### config.mk
export PLATFORM = sky130hd
export DESIGN_NAME = rf_wb_arbiter
export DESIGN_NICKNAME = d
export VERILOG_FILES = /design/src/rtl/rf_wb_arbiter_pkg.sv /design/src/rtl/rf_scoreboard.sv /design/src/rtl/rf_wb_arbiter.sv
export SDC_FILE = /design/constraint.sdc
export NUM_CORES = 1
export LEC_CHECK = 0
export ABC_AREA = 0
export BUFFER_PORTS_ARGS = -buffer_cell sky130_fd_sc_hd__clkbuf_2
export CORE_MARGIN = 4
export CORE_UTILIZATION = 53
export CTS_CLUSTER_DIAMETER = 150
export DETAILED_ROUTE_END_ITERATION = 8
export GPL_TIMING_DRIVEN = 0
export HOLD_SLACK_MARGIN = 0.05
export PLACE_DENSITY = 0.84
export SYNTH_ARGS = -nofsm -noshare
export SYNTH_HDL_FRONTEND = slang
export SYNTH_SLANG_ARGS = --single-unit
### constraint.sdc
create_clock -name clk -period 2.7 [get_ports clk]
set_input_delay 0 -clock clk [delete_from_list [all_inputs] [get_ports clk]]
set_output_delay 0 -clock clk [all_outputs]
set_load 0.005 [all_outputs]
### src/rtl/rf_wb_arbiter_pkg.sv
`default_nettype none
// ============================================================================
// Module  : rf_wb_arbiter_pkg
// Purpose : Shared constants for the register-file writeback arbiter slice.
//           Holds default widths and the one-bit grant encoding used to
//           remember which requester won the most recent transfer.
// Ports   : none (package)
// Revision: 1.0 - initial release
// ============================================================================
package rf_wb_arbiter_pkg;

  localparam int DATA_W = 32;
  localparam int ADDR_W = 5;
  localparam int NREGS  = 32;

  // Grant encoding: identifies the requester that won the last transfer.
  typedef logic grant_t;
  localparam grant_t GNT_A = 1'b0;
  localparam grant_t GNT_B = 1'b1;

endpackage : rf_wb_arbiter_pkg
`default_nettype wire

### src/rtl/rf_scoreboard.sv
`default_nettype none
// ============================================================================
// Module  : rf_scoreboard
// Purpose : Per-register busy scoreboard for RAW hazard detection.
//           A reservation sets a bit, a writeback commit clears it; when both
//           hit the same index in one cycle the reservation wins. Flags a
//           sticky error when a commit lands on a register that is not busy.
// Ports   : clk, reset            - clock, synchronous active-high reset
//           set_en / set_idx      - reserve register set_idx at the edge
//           clr_en / clr_idx      - commit (clear) register clr_idx at the edge
//           rd_idx1 / rd_idx2     - hazard lookup indices
//           busy1 / busy2         - combinational busy bits for the lookups
//           wb_err                - sticky commit-to-idle-register flag
// Revision: 1.0 - initial release
// ============================================================================
module rf_scoreboard
  import rf_wb_arbiter_pkg::*;
#(
  parameter int ADDR_W_P = ADDR_W,
  parameter int NREGS_P  = NREGS
) (
  input  logic                clk,
  input  logic                reset,
  input  logic                set_en,
  input  logic [ADDR_W_P-1:0] set_idx,
  input  logic                clr_en,
  input  logic [ADDR_W_P-1:0] clr_idx,
  input  logic [ADDR_W_P-1:0] rd_idx1,
  input  logic [ADDR_W_P-1:0] rd_idx2,
  output logic                busy1,
  output logic                busy2,
  output logic                wb_err
);

  logic [NREGS_P-1:0] busy;
  logic [NREGS_P-1:0] busy_next;
  logic [NREGS_P-1:0] set_mask;
  logic [NREGS_P-1:0] clr_mask;
  logic               err_hit;

  // One-hot masks for the reservation and the commit.
  always_comb begin
    set_mask = '0;
    clr_mask = '0;
    if (set_en) set_mask[set_idx] = 1'b1;
    if (clr_en) clr_mask[clr_idx] = 1'b1;
  end

  // Clear first, then OR in the set so a same-index reservation survives.
  assign busy_next = (busy & ~clr_mask) | set_mask;

  // Error judged on the pre-update bit: a commit must retire a reservation.
  assign err_hit = clr_en & ~busy[clr_idx];

  always_ff @(posedge clk) begin
    if (reset) begin
      busy   <= '0;
      wb_err <= 1'b0;
    end else begin
      busy <= busy_next;
      if (err_hit) wb_err <= 1'b1;
    end
  end

  // No bypass of a same-cycle commit: lookups see the current vector only.
  assign busy1 = busy[rd_idx1];
  assign busy2 = busy[rd_idx2];

endmodule : rf_scoreboard
`default_nettype wire

### src/rtl/rf_wb_arbiter.sv
`default_nettype none
// ============================================================================
// Module  : rf_wb_arbiter
// Purpose : Shares the register file's single write port between requester A
//           (ALU) and requester B (load/memory). Round-robin grant, one-deep
//           registered output stage driving the RF write controls, plus a
//           busy scoreboard for issue-stage RAW hazard checks.
// Ports   : clk, reset                     - clock, sync active-high reset
//           a_valid/a_ready/a_dest/a_data  - requester A handshake + payload
//           b_valid/b_ready/b_dest/b_data  - requester B handshake + payload
//           iss_valid/iss_dest             - issue-stage register reservation
//           chk_scr1/chk_scr2, busy1/busy2 - hazard lookups
//           rf_read_l/rf_dest/rf_writeIn   - RF write strobe, index, data
//           wb_err                         - sticky bad-commit flag
// Revision: 1.0 - initial release
// ============================================================================
module rf_wb_arbiter
  import rf_wb_arbiter_pkg::*;
#(
  parameter int DATA_W_P = DATA_W,
  parameter int ADDR_W_P = ADDR_W,
  parameter int NREGS_P  = NREGS
) (
  input  logic                clk,
  input  logic                reset,
  input  logic                a_valid,
  output logic                a_ready,
  input  logic [ADDR_W_P-1:0] a_dest,
  input  logic [DATA_W_P-1:0] a_data,
  input  logic                b_valid,
  output logic                b_ready,
  input  logic [ADDR_W_P-1:0] b_dest,
  input  logic [DATA_W_P-1:0] b_data,
  input  logic                iss_valid,
  input  logic [ADDR_W_P-1:0] iss_dest,
  input  logic [ADDR_W_P-1:0] chk_scr1,
  input  logic [ADDR_W_P-1:0] chk_scr2,
  output logic                busy1,
  output logic                busy2,
  output logic                rf_read_l,
  output logic [ADDR_W_P-1:0] rf_dest,
  output logic [DATA_W_P-1:0] rf_writeIn,
  output logic                wb_err
);

  grant_t last_grant;
  logic   a_xfer;
  logic   b_xfer;

  // ---------------------------------------------------------------------------
  // Grant: a lone requester always wins; under contention the requester that
  // did not win last time goes. Both readies are forced low during reset.
  // ---------------------------------------------------------------------------
  always_comb begin
    a_ready = 1'b0;
    b_ready = 1'b0;
    if (!reset) begin
      a_ready = a_valid & (~b_valid | (last_grant == GNT_B));
      b_ready = b_valid & (~a_valid | (last_grant == GNT_A));
    end
  end

  assign a_xfer = a_valid & a_ready;
  assign b_xfer = b_valid & b_ready;

  // ---------------------------------------------------------------------------
  // Output stage: the write strobe is high for exactly the cycle after a
  // transfer; index and data hold between transfers.
  // ---------------------------------------------------------------------------
  always_ff @(posedge clk) begin
    if (reset) begin
      rf_read_l  <= 1'b0;
      rf_dest    <= '0;
      rf_writeIn <= '0;
      last_grant <= GNT_B;
    end else if (a_xfer) begin
      rf_read_l  <= 1'b1;
      rf_dest    <= a_dest;
      rf_writeIn <= a_data;
      last_grant <= GNT_A;
    end else if (b_xfer) begin
      rf_read_l  <= 1'b1;
      rf_dest    <= b_dest;
      rf_writeIn <= b_data;
      last_grant <= GNT_B;
    end else begin
      rf_read_l  <= 1'b0;
    end
  end

  // The commit is the cycle the strobe is high; the bit clears at its end.
  rf_scoreboard #(
    .ADDR_W_P (ADDR_W_P),
    .NREGS_P  (NREGS_P)
  ) u_scoreboard (
    .clk     (clk),
    .reset   (reset),
    .set_en  (iss_valid),
    .set_idx (iss_dest),
    .clr_en  (rf_read_l),
    .clr_idx (rf_dest),
    .rd_idx1 (chk_scr1),
    .rd_idx2 (chk_scr2),
    .busy1   (busy1),
    .busy2   (busy2),
    .wb_err  (wb_err)
  );

endmodule : rf_wb_arbiter
`default_nettype wire

Yosys cells after proc, flatten, opt, wreduce, memory -nomap -nowiden
Cells that the tools add are included.

Latch bits: 0. Flip-flop bits (word level): 72. Memories kept: 0. Bits of input ports: 94. Memory bits (read-only): 0. Output and inout port bits: 43. Memory bits (writable): 0. Logic and storage cells: 51.

Mux-type cells: 22. Order comparisons: 6. Add/subtract/negate cells: 0. Reduce and logical (&&, ||, !) cells: 3. Multiply operators: 0. Div/mod/pow operators: 0. Bitwise logic cells: 14. Eq/ne operators: 0. Shift-type cells: 0.

Operator list (count): 32-bit 2-to-1 mux (4); 32-bit bitwise AND (1); 32-bit inverter (1); 32-bit bitwise OR (1); 5-bit by 6-bit < comparator with 1-bit output (second input constant) (4); 1-bit binary-select mux with 5-bit select (3); 1-bit 2-to-1 mux (11); 1-bit demux with 5-bit select (2); 5-bit by 1-bit greater-or-equal comparator with 1-bit output (second input constant) (2); 5-bit 2-to-1 mux (2); 1-bit bitwise AND (5); 1-bit inverter (4); 1-bit logical AND (2); 1-bit bitwise OR (2); 2-bit nonzero test (1).

Depth between registers and ports, before layout
Gate-level depths: netlist of the first run.

Word-level depth: 8. Mapped depth: 6. Gate-level depth less buffers: 5.

By module
From an unflattened synthesis of the first run, not the netlist that was laid out.

Cell total of the unflattened synthesis: 402. Area total of the unflattened synthesis: 3872.5 sq um.

By module, submodules not included: rf_scoreboard (area each 2073.2 sq um, sequential area each 660.6 sq um, cells each 220, instances 1); rf_wb_arbiter (area each 1799.2 sq um, sequential area each 780.7 sq um, cells each 182, instances 1).

Worst setup path before layout of the first run
OpenSTA, ideal clock, no wires.

Path kind: register -> register. Start: register rf_dest[1]. End: register u_scoreboard.wb_err. Period minus slack after synthesis: 1.715 ns. Cell stages (with the launch flop): 6. Buffers on the path: 1. Arrival time: 1.656 ns. Required time: 2.641 ns. Setup slack: 0.985 ns. Library setup time: 0.059 ns. Cell sequence: dfxtp_1 > buf_2 > mux4_2 > or2_2 > a41oi_1 > o211a_1.

Word-level cells in the longest chain between the ends: 4.

Ends and longest elaborated chain: start: declaration (line rf_wb_arbiter.sv:41) `output logic [ADDR_W_P-1:0] rf_dest,`; start signal: assignment (line rf_wb_arbiter.sv:78) `rf_dest <= a_dest;`; start signal: assignment (line rf_wb_arbiter.sv:83) `rf_dest <= b_dest;`; 1-bit binary-select mux with 5-bit select (line rf_scoreboard.sv:53) `assign err_hit = clr_en & ~busy[clr_idx];`; 1-bit 2-to-1 mux (implied by the code) (line rf_scoreboard.sv:53); 1-bit inverter (line rf_scoreboard.sv:53); 1-bit bitwise AND (line rf_scoreboard.sv:53); end signal: assignment (line rf_scoreboard.sv:58) `wb_err <= 1'b0;`; end signal: assignment (line rf_scoreboard.sv:61) `if (err_hit) wb_err <= 1'b1;`; end: declaration (line rf_scoreboard.sv:32) `output logic wb_err`.

Every way passes these cells. The select of a mux whose other input is x is not followed. A chain may end at the register's enable or synchronous reset.

Worst setup path after layout of the first run
Start: register last_grant. End: register rf_writeIn[24].

Word-level cells in the longest chain between the ends: 6. Elaborated cells between the ends (all ways): 11. Classes of those cells: mux: 3; bitwise: 7; reduce/logical: 1.

Ends and longest elaborated chain: start: declaration (line rf_wb_arbiter.sv:46) `grant_t last_grant;`; start signal: assignment (line rf_wb_arbiter.sv:75) `last_grant <= GNT_B;`; start signal: assignment (line rf_wb_arbiter.sv:80) `last_grant <= GNT_A;`; start signal: assignment (line rf_wb_arbiter.sv:85) `last_grant <= GNT_B;`; 1-bit inverter (line rf_wb_arbiter.sv:59) `b_ready = b_valid & (~a_valid | (last_grant == GNT_A));`; 1-bit bitwise OR (line rf_wb_arbiter.sv:59); 1-bit bitwise AND (line rf_wb_arbiter.sv:59); 1-bit 2-to-1 mux (line rf_wb_arbiter.sv:57) `if (!reset) begin`; 1-bit bitwise AND (line rf_wb_arbiter.sv:64) `assign b_xfer = b_valid & b_ready;`; 2-bit nonzero test (no source line); end signal: assignment (line rf_wb_arbiter.sv:79) `rf_writeIn <= a_data;`; end signal: assignment (line rf_wb_arbiter.sv:84) `rf_writeIn <= b_data;`; end: declaration (line rf_wb_arbiter.sv:42) `output logic [DATA_W_P-1:0] rf_writeIn,`.

Parallel ways exist; a longest one is shown, timed or not.

==> results of run 1 <==
## cell families after synthesis
family / after synthesis / synth area share
flip-flops: 72 / 0.399
buffers and inverters: 34 / 0.0371
AO/OA/AOI/OAI: 148 / 0.238
AND/OR/NAND/NOR: 110 / 0.146
multiplexers: 37 / 0.180
## power by group through the flow
stage / clock (mW) / combinational (mW) / sequential [mW]
floorplan: 0 / 0.186 / 1.16
global placement: 0 / 0.344 / 1.16
detailed placement: 0 / 0.354 / 1.16
CTS: 0.927 / 0.451 / 1.14
global route: 0.977 / 0.516 / 1.15
finish: 0.932 / 0.486 / 1.14
## tightest hold or removal path: stages
cell      delay [ns]
clkbuf_2        0.16
nor3b_1         0.11
nand2_1         0.07
a21oi_1         0.05
## timing repair
| action | in CTS | in global routing |
|---|---|---|
| hold buffers | 76 | 0 |
| hold endpoints to repair | 38 | 0 |
| setup endpoints to repair | 0 | 0 |
## layout make-up
| type | count | area share |
|---|---|---|
| Multi-Input combinational cell | 295 | 0.381 |
| Sequential cell | 72 | 0.270 |
| Timing Repair Buffer | 208 | 0.266 |
| Clock buffer | 10 | 0.0239 |
| Buffer | 30 | 0.0223 |
| Tap cell | 77 | 0.0180 |
| Clock inverter | 5 | 0.0152 |
| Inverter | 4 | 0.00281 |
| Antenna cell | 1 | 0.000469 |
## flip-flops by register name (all words and copies together), names as in the netlist
register             flops
rf_read_l                1
u_scoreboard.wb_err      1
last_grant               1
u_scoreboard.busy       32
rf_writeIn              32
rf_dest                  5
## routing by layer
metal,vias up,wire length [um],share of wire,global-route usage
li1,1933,-,-,-
met4,0,968,0.067,0.188
met5,-,0,0,0
met3,105,1350,0.093,0.0858
met2,381,7340,0.51,0.617
met1,2048,4840,0.33,0.374
## placed cells by master (no fill, tap or decap), types with 2 or more instances in the layout
master / instances
nand2b_1: 3
nand2_1: 73
a21oi_1: 68
clkbuf_2: 134
nor3b_1: 6
clkbuf_8: 9
a22oi_1: 36
nor2b_1: 2
dlygate4sd3_1: 76
nor3_1: 2
buf_2: 3
o22ai_1: 2
mux4_2: 22
mux2i_1: 13
buf_1: 5
and3_1: 2
nand3_1: 3
nor2_1: 3
mux2_2: 2
o21ai_0: 34
bufinv_16: 2
nand3b_1: 7
inv_1: 3
and3b_1: 4
dfxtp_1: 72
clkbuf_1: 21
or3b_2: 3
## worst paths after layout
kind / end / slack (ns) / cells after the start
max: rf_writeIn[24] / 0.21 / 7
min: u_scoreboard.busy[8] / 0.09 / 4
max reg2reg: rf_writeIn[24] / 0.21 / 7
min reg2reg: rf_writeIn[25] / 0.46 / 2
## stage by stage
stage          cell area [um^2]  instances  total power, mW   util
5_1_grt                    5340        701             2.64  0.822
6_report                   5340        702             2.56  0.822
2_1_floorplan              3610        401             1.35      -
3_5_place_dp               4370        610             1.52  0.672
4_1_cts                    5340        701             2.52  0.822
3_3_place_gp               4370        610             1.50  0.672
==> impl_metrics.tcl, run 1 <==
set metrics [dict create \
    crit_required_ns 2.96 \
    clk_pin_slew_ns 0.08 \
    core_area_mm2 0.00649 \
    timing.setup.tns_ns 0 \
    syn2layout_area_growth_pct 47.9 \
    hp-class "primary input to flop" \
    gp_congestion 0.906 \
    timing.rr.start "last_grant" \
    regArea_mm2 0.00144 \
    via_count 4467 \
    cts_buffers 9 \
    ir_worst_vdd_v 0.000353 \
    avgViaCountPerCell 6.36 \
    drt-initial-drc-count 524 \
    insertion_delay_ns 0.35 \
    dieArea_mm2 0.00819 \
    maxSlewHeadroom 0.187 \
    yosysMostFrequentCell "nand2_1" \
    grt_pass1_vias 4570 \
    synth_nets 495 \
    synth_top_cell_by_area "dfxtp_1" \
    power_per_cell_area_mw_per_mm2 479 \
    cap_violations 0 \
    post_cts_buffers 0 \
    drc_errors 0 \
    synth_common_cells "nand2_1, dfxtp_1, a21oi_1" \
    async_flop_share 0 \
    initial_core_util 0.556 \
    routed_wl_um 14500 \
    switching_share 0.269 \
    io_pins 137 \
    cpPeakStageDelay_ns 0.60 \
    synth_edf_count 0 \
    max_freq_ghz 0.401 \
    hpwl_um 8290 \
    hold_viol_final 0 \
    layout_setup_ws_ns 0.209 \
    status "finished clean" \
    ant_nets 0 \
    drv_slew 0 \
    grt_pass1_wl_um 22700 \
    yosys-top-cells-area "dfxtp_1, mux4_2, a21oi_1, nand2_1, a22oi_1" \
    drive_gt1_frac 0.288 \
    whs_ns 0.0904 \
    rsz0062_at_grt "false" \
    multi_input_area_mm2 0.00203 \
    yosys.area.top_type_share 0.399 \
    crit_chain "nand2_1, and3b_1, clkbuf_1, buf_1, a22oi_1, dlygate4sd3_1, a21oi_1" \
    cts_tree "built" \
    crit_arrival_ns 2.75 \
    crit_type "flop to flop" \
    cp_max_fo 10 \
    end_kind "flop" \
    path_delay_family "buffers and inverters" \
    cts_max_path_buffers 2 \
    crit_path_start_kind "flop" \
    finalClockSkew_ns 0.0112 \
    cts.sinks 72 \
    synth_cell_types 35 \
    clockRootBuffer "clkbuf_8" \
    fin_nets 714 \
    worst_path_max_delay_cell "dlygate4sd3_1" \
    rows 29 \
    first_pass_iters 5 \
    overflow 0 \
    synth.avg_cell_area_um2 9.00 \
    h-tree-depth 3 \
    die_w_um 90.5 \
    synthFlopType "dfxtp_1" \
    die_h_um 90.5 \
    fillers 380 \
    worstMarginPinSlew_ns 1.22 \
    fin_crit_sh 0.923 \
    antenna_found_initial 0 \
    setup_viol 0 \
    yosysSeqAreaShare 0.399 \
    p_comb_frac 0.190 \
    synth-seq-cells 72 \
    startpoint "last_grant" \
    syn_inst 401 \
    p_sw_mw 0.690 \
    yosysWarningCount 0 \
    intPower_mw 1.87 \
    track_usage 0.346 \
    period_needed_ns 2.49 \
    grt_max_degree 13 \
    critPathBufInv 3 \
    cts-resized-gates 0 \
    sequentialPowerShare 0.446 \
    place_ws_ns 0.659 \
    power_frac_clock 0.364 \
    leakage_nw 2.06 \
    netlist_area_mm2 0.00361 \
    wl_per_cell_um 20.7 \
    hp-start "iss_dest[2]" \
    numPortBuffers 132 \
]
(Power assumes the default switching activity.)
==> run 2, diff against run 1 <==
--- a/config.mk
+++ b/config.mk
@@ -7,6 +7,7 @@
 export LEC_CHECK = 0
 export ABC_AREA = 0
 export BUFFER_PORTS_ARGS = -buffer_cell sky130_fd_sc_hd__clkbuf_2
+export CORE_ASPECT_RATIO = 0.9
 export CORE_MARGIN = 4
 export CORE_UTILIZATION = 53
 export CTS_CLUSTER_DIAMETER = 150
==> run 2 against run 1 <==
  * Global-route usage grew 3.1 points
  * Non-clock buffer count is the same
  * Register-to-register slack gained 0.09 ns
  * Maximum frequency grew 3.8%
  * Final area is essentially flat
  * Hold slack gained 0.0015 ns
  * Clock skew shrank 0.0019 ns
  * Power shrank 2.1%
  * Flip-flop and latch count is the same
  * Largest cell class unchanged
  * Highest routed layer unchanged
==> impl_metrics.tcl, run 2 (synthesized netlist as in run 1, its figures left out) <==
set metrics [dict create \
    place_area_mm2 0.00438 \
    crit_chain "nand2_1, and3b_1, clkbuf_1, clkbuf_1, a22oi_1, dlygate4sd3_1, a21oi_1" \
    leakage_nw 2.06 \
    final_common_cell "clkbuf_2" \
    crit_top_cell "clkbuf_1" \
    drt-initial-drc-count 494 \
    final_util 0.811 \
    critPathBufInv 3 \
    rsz0062_at_grt "false" \
    drv_slew 0 \
    worst_path_max_delay_cell "dlygate4sd3_1" \
    stdcell_count 715 \
    crit_path_start_kind "flop" \
    finalClockSkew_ns 0.00927 \
    grt_most_used_layer "met2" \
    maxSlewHeadroom 0.109 \
    power_per_cell_area_mw_per_mm2 469 \
    clockRootBuffer "clkbuf_8" \
    max_freq_ghz 0.417 \
    gp_congestion 0.978 \
    place_ws_ns 0.668 \
    overflow 0 \
    ant_nets 0 \
    initial_core_util 0.548 \
    ir_worst_vdd_v 0.000374 \
    dp_cells 623 \
    period_needed_ns 2.40 \
    avgViaCountPerCell 6.26 \
    hold_viol_final 0 \
    fillers 401 \
    setup_viol 0 \
    dieArea_mm2 0.00820 \
    multi_input_area_mm2 0.00203 \
    wl_per_cell_um 20.6 \
    grt_use_met2 0.633 \
    cp_max_fo 10 \
    hpwl_um 8340 \
    routed_wl_um 14700 \
    drive_gt1_frac 0.290 \
    fin_nets 714 \
    crit_required_ns 2.99 \
    clk_pin_slew_ns 0.08 \
    whs_ns 0.0919 \
    insertion_delay_ns 0.36 \
    met1_usage 0.424 \
    path_delay_family "buffers and inverters" \
    final_cell_area_mm2 0.00534 \
    status "finished clean" \
    numPortBuffers 132 \
    cap_violations 0 \
    cts_buffers 9 \
    via_count 4476 \
    hp-class "primary input to flop" \
    rows 28 \
    syn2layout_area_growth_pct 48.0 \
    fin_crit_sh 0.889 \
    cpPeakStageDelay_ns 0.62 \
    drc_errors 0 \
    crit_type "flop to flop" \
    diodes 0 \
    worstMarginPinSlew_ns 1.33 \
    timing.setup.tns_ns 0 \
    met3_usage 0.118 \
    reg.largest.list "rf_writeIn: 32 flops, u_scoreboard.busy: 32 flops, rf_dest: 5 flops" \
    layout_setup_ws_ns 0.301 \
    totalPowerFinal_mw 2.51 \
    io_pins 137 \
    crit_arrival_ns 2.68 \
    cts.sinks 72 \
    regArea_mm2 0.00144 \
    h-tree-depth 3 \
    grt_max_degree 13 \
    grt_pass1_wl_um 23500 \
    track_usage 0.377 \
    die_h_um 86.3 \
    core_area_mm2 0.00659 \
    die_w_um 95.0 \
    antenna_found_initial 0 \
    final_cell_mix "clkbuf_2, dlygate4sd3_1, nand2_1" \
    cts_tree "built" \
    cts_max_path_buffers 2 \
    post_cts_buffers 0 \
    grt_pass1_vias 4574 \
    first_pass_iters 5 \
    end_kind "flop" \
]
==> run 2: changes by cell type in the layout (fill, tap and decap cells not counted) <==
cell       delta
diode_2       -1
bufinv_16     -1
clkinv_4      +1
clkbuf_8      +1
clkinv_2      +1
inv_6         -1
==> run 2: what timing repair did <==
| action | in CTS | in global routing |
|---|---|---|
| resized for setup | 0 | 0 |
| endpoints found under the hold margin | 38 | 0 |
| hold buffers | 76 | 0 |
==> run 2: worst min-delay path, delay by kind of cell <==
family                 cells  cell delay (ns)
AO/OA/AOI/OAI              1             0.05
buffers and inverters      1             0.17
AND/OR/NAND/NOR            2             0.18
==> run 2: final cells by class <==
cell class	count	share of cell area
inverters	4	0.00281
clock buffers	11	0.0265
repair buffers	208	0.266
flip-flops and latches	72	0.270
plain buffers	30	0.0223
multi-input cells	295	0.381
well taps	90	0.0211
clock inverters	5	0.0105
==> run 2: path summary, 6_finish.rpt <==
path	slack, ns	start	depth (start not counted)	endpoint
worst max-delay path	0.30	last_grant	7	rf_writeIn[8]
worst min-delay path	0.09	iss_dest[2]	4	u_scoreboard.busy[8]
worst max register to register	0.30	last_grant	7	rf_writeIn[8]
worst min register to register	0.46	rf_writeIn[21]	2	rf_writeIn[21]
==> run 2: report_power, final <==
group	internal, mW	switching, mW	total (mW)
clock network	0.451	0.420	0.870
registers	1.11	0.0356	1.14
logic	0.245	0.248	0.493
total	1.80	0.703	2.51
==> run 2: routing by layer <==
metal  up-vias  wire, um
met3        90      1740
li1       1931         -
met1      2084      5000
met5         -         0
met2       371      7180
met4         0       797
==> run 3, diff against run 2 <==
--- a/config.mk
+++ b/config.mk
@@ -5,11 +5,11 @@
 export SDC_FILE = /design/constraint.sdc
 export NUM_CORES = 1
 export LEC_CHECK = 0
-export ABC_AREA = 0
+export ABC_AREA = 1
 export BUFFER_PORTS_ARGS = -buffer_cell sky130_fd_sc_hd__clkbuf_2
 export CORE_ASPECT_RATIO = 0.9
 export CORE_MARGIN = 4
-export CORE_UTILIZATION = 53
+export CORE_UTILIZATION = 54
 export CTS_CLUSTER_DIAMETER = 150
 export DETAILED_ROUTE_END_ITERATION = 8
 export GPL_TIMING_DRIVEN = 0
==> run 3 against run 2 <==
  * Non-clock buffer count grew 10
  * Maximum frequency increased by 10%
  * Critical path depth grew 2
  * Sequential share of layout area is 2.3 points lower
  * Highest routed layer unchanged
  * Final area grew 9.2%
  * Die area is 7.6% higher
  * Hold slack got worse by 0.034 ns
  * Clock power rose by 21%
  * Final cell count increased by 30%
  * Global-route usage is 3.6 points higher
  * Critical endpoint is now rf_writeIn[13]
  * Sequential power about the same
  * Count of clock-buffer cells in the layout decreased by 1
==> impl_metrics.tcl, run 3 <==
set metrics [dict create \
    fin_nets 925 \
    worstMarginPinSlew_ns 0.726 \
    syn2layout_area_growth_pct 46.4 \
    period_needed_ns 2.18 \
    hold_viol_final 0 \
    clockRootBuffer "clkbuf_8" \
    worstReg2RegEnd "rf_writeIn[13]" \
    cts_max_path_buffers 2 \
    rsz0062_at_grt "false" \
    setup_viol 0 \
    timing.setup.tns_ns 0 \
    track_usage 0.413 \
    yosysSeqAreaShare 0.362 \
    synth-seq-cells 72 \
    timing.rr.start "last_grant" \
    numPortBuffers 131 \
    async_flop_share 0 \
    yosys.area.top_type_share 0.362 \
    cts_tree "built" \
    yosys-top-cells-area "dfxtp_1, nand2_1, a21oi_1, o21ai_0, a31oi_1" \
    cp_max_fo 10 \
    reg2reg_depth 9 \
    clk_pin_slew_ns 0.11 \
    ant_nets 0 \
    end_kind "flop" \
    crit_arrival_ns 2.49 \
    cap_violations 0 \
    rows 29 \
    fin_crit_sh 0.808 \
    whs_path_depth 4 \
    netlist_area_mm2 0.00398 \
    reg.largest.list "rf_writeIn: 32 flops, u_scoreboard.busy: 32 flops, rf_dest: 5 flops" \
    yosysWarningCount 0 \
    final_cell_mix "nand2_1, clkbuf_2, dlygate4sd3_1" \
    h-tree-depth 3 \
    grt_pass1_vias 5805 \
    synth_cell_types 28 \
    syn_inst 605 \
    via_count 5767 \
    antenna_found_initial 0 \
    min_to "u_scoreboard.busy[10]" \
    r2r_slack_ns 0.52 \
    cts.sinks 72 \
    cts-resized-gates 0 \
    drc_errors 0 \
    hp-class "primary input to flop" \
    synth_edf_count 0 \
    routed_wl_um 18200 \
    crit_required_ns 3.00 \
    synth_common_cells "nand2_1, dfxtp_1, a21oi_1" \
    multi_input_area_mm2 0.00211 \
    die_w_um 98.5 \
    die_h_um 89.5 \
    drive_gt1_frac 0.225 \
    synth_top_cell_by_area "dfxtp_1" \
    synthFlopType "dfxtp_1" \
    maxSlewHeadroom 0.513 \
    hp-start "iss_dest[2]" \
    initial_core_util 0.560 \
    first_pass_iters 9 \
    fillers 450 \
    drv_slew 0 \
    synth_nets 699 \
    ir_worst_vdd_v 0.000515 \
    status "finished clean" \
    drt-initial-drc-count 691 \
    overflow 0 \
    power_per_cell_area_mw_per_mm2 480 \
    dieArea_mm2 0.00882 \
    crit_type "flop to flop" \
    whs_ns 0.0579 \
    core_area_mm2 0.00711 \
    grt_pass1_wl_um 28600 \
    max_freq_ghz 0.458 \
    leakage_nw 2.59 \
    final_common_cell "nand2_1" \
    crit_path_start_kind "flop" \
    regArea_mm2 0.00144 \
    cts_buffers 9 \
    yosysMostFrequentCell "nand2_1" \
    diodes 0 \
    gp_congestion 0.949 \
    grt_max_degree 15 \
    wl_per_cell_um 19.6 \
    synth.avg_cell_area_um2 6.58 \
    insertion_delay_ns 0.37 \
    avgViaCountPerCell 6.21 \
    hpwl_um 10100 \
    finalClockSkew_ns 0.0241 \
    io_pins 137 \
]
-- run 3: changes by cell type after synthesis, moves of 7 or more --
cell | before | now
nand3_1 | 3 | 29
a22oi_1 | 36 | 0
nor3_1 | 2 | 16
inv_1 | 3 | 39
o21ai_0 | 34 | 62
clkbuf_1 | 20 | 8
mux4_2 | 22 | 0
a31oi_1 | 0 | 32
buf_6 | 0 | 12
nand3b_1 | 7 | 0
nand2_1 | 73 | 215
mux2i_1 | 13 | 0
nor2_1 | 3 | 15
-- run 3: worst max path at each step --
stage,depth (start not counted),slack (ns),start,end
3_5_place_dp,4,1.17,rf_dest[1],u_scoreboard.busy[27]
5_1_grt,9,0.50,last_grant,rf_writeIn[13]
6_report,9,0.52,last_grant,rf_writeIn[13]
2_1_floorplan,12,1.51,rf_dest[0],u_scoreboard.wb_err
4_1_cts,8,0.71,iss_dest[4],u_scoreboard.busy[18]
3_3_place_gp,4,1.22,rf_dest[1],u_scoreboard.busy[3]
-- run 3: cell type report --
class | instances | area share
clock inverter | 6 | 0.0167
tap | 93 | 0.0200
timing repair buffer | 215 | 0.257
inverter | 46 | 0.0309
clock buffer | 10 | 0.0236
multi-input combinational | 454 | 0.362
sequential | 72 | 0.247
buffer | 33 | 0.0436
-- run 3: cell families (layout without fill, tap and decap cells) --
group                  Yosys count  after routing  share of synthesized area
buffers and inverters           79            310                      0.109
DFF                             72             72                      0.362
AOI/OAI and AO/OA              168            168                      0.228
and+or+nand+nor                286            286                      0.301
-- run 3: worst max-delay path, cell delays in order (launching register included) --
cell and delay (ns):
dfxtp_1 0.39, inv_1 0.10, nand2_1 0.14, nand3_4 0.12, inv_2 0.10, buf_6 0.16
buf_6 0.17, nand2_1 0.09, a31oi_1 0.26, dlygate4sd3_1 0.59
-- run 3: what timing repair did --
item                                    4_1_cts  5_1_grt
hold endpoints to repair                     57        0
endpoints found under the setup margin        0        0
setup buffers                                 0        0
hold buffers                                 84        0
-- run 3: routing by layer --
metal,share of wire,routed length (um),vias up,track usage
li1,-,-,2478,-
met1,0.33,6070,2601,0.455
met2,0.46,8430,524,0.703
met3,0.12,2270,164,0.110
met4,0.078,1420,0,0.289
met5,0,0,-,0
-- run 3: stage by stage --
| stage | setup WS [ns] | area [um^2] | std cells | power (mW) | util |
|---|---|---|---|---|---|
| after floorplan | 1.51 | 3980 | 605 | 1.41 | - |
| after global placement | 1.22 | 4760 | 829 | 1.59 | 0.669 |
| after detailed placement | 1.17 | 4760 | 829 | 1.61 | 0.669 |
| after CTS | 0.710 | 5830 | 929 | 2.70 | 0.820 |
| after global routing | 0.505 | 5830 | 929 | 2.86 | 0.820 |
| final | 0.518 | 5830 | 929 | 2.80 | 0.820 |
-- run 3: report_power, final --
group	leakage [nW]	switching (mW)	internal, mW
Combinational	1.88	0.322	0.273
Clock	0.119	0.487	0.561
Sequential	0.587	0.0466	1.11
Total	2.59	0.855	1.94
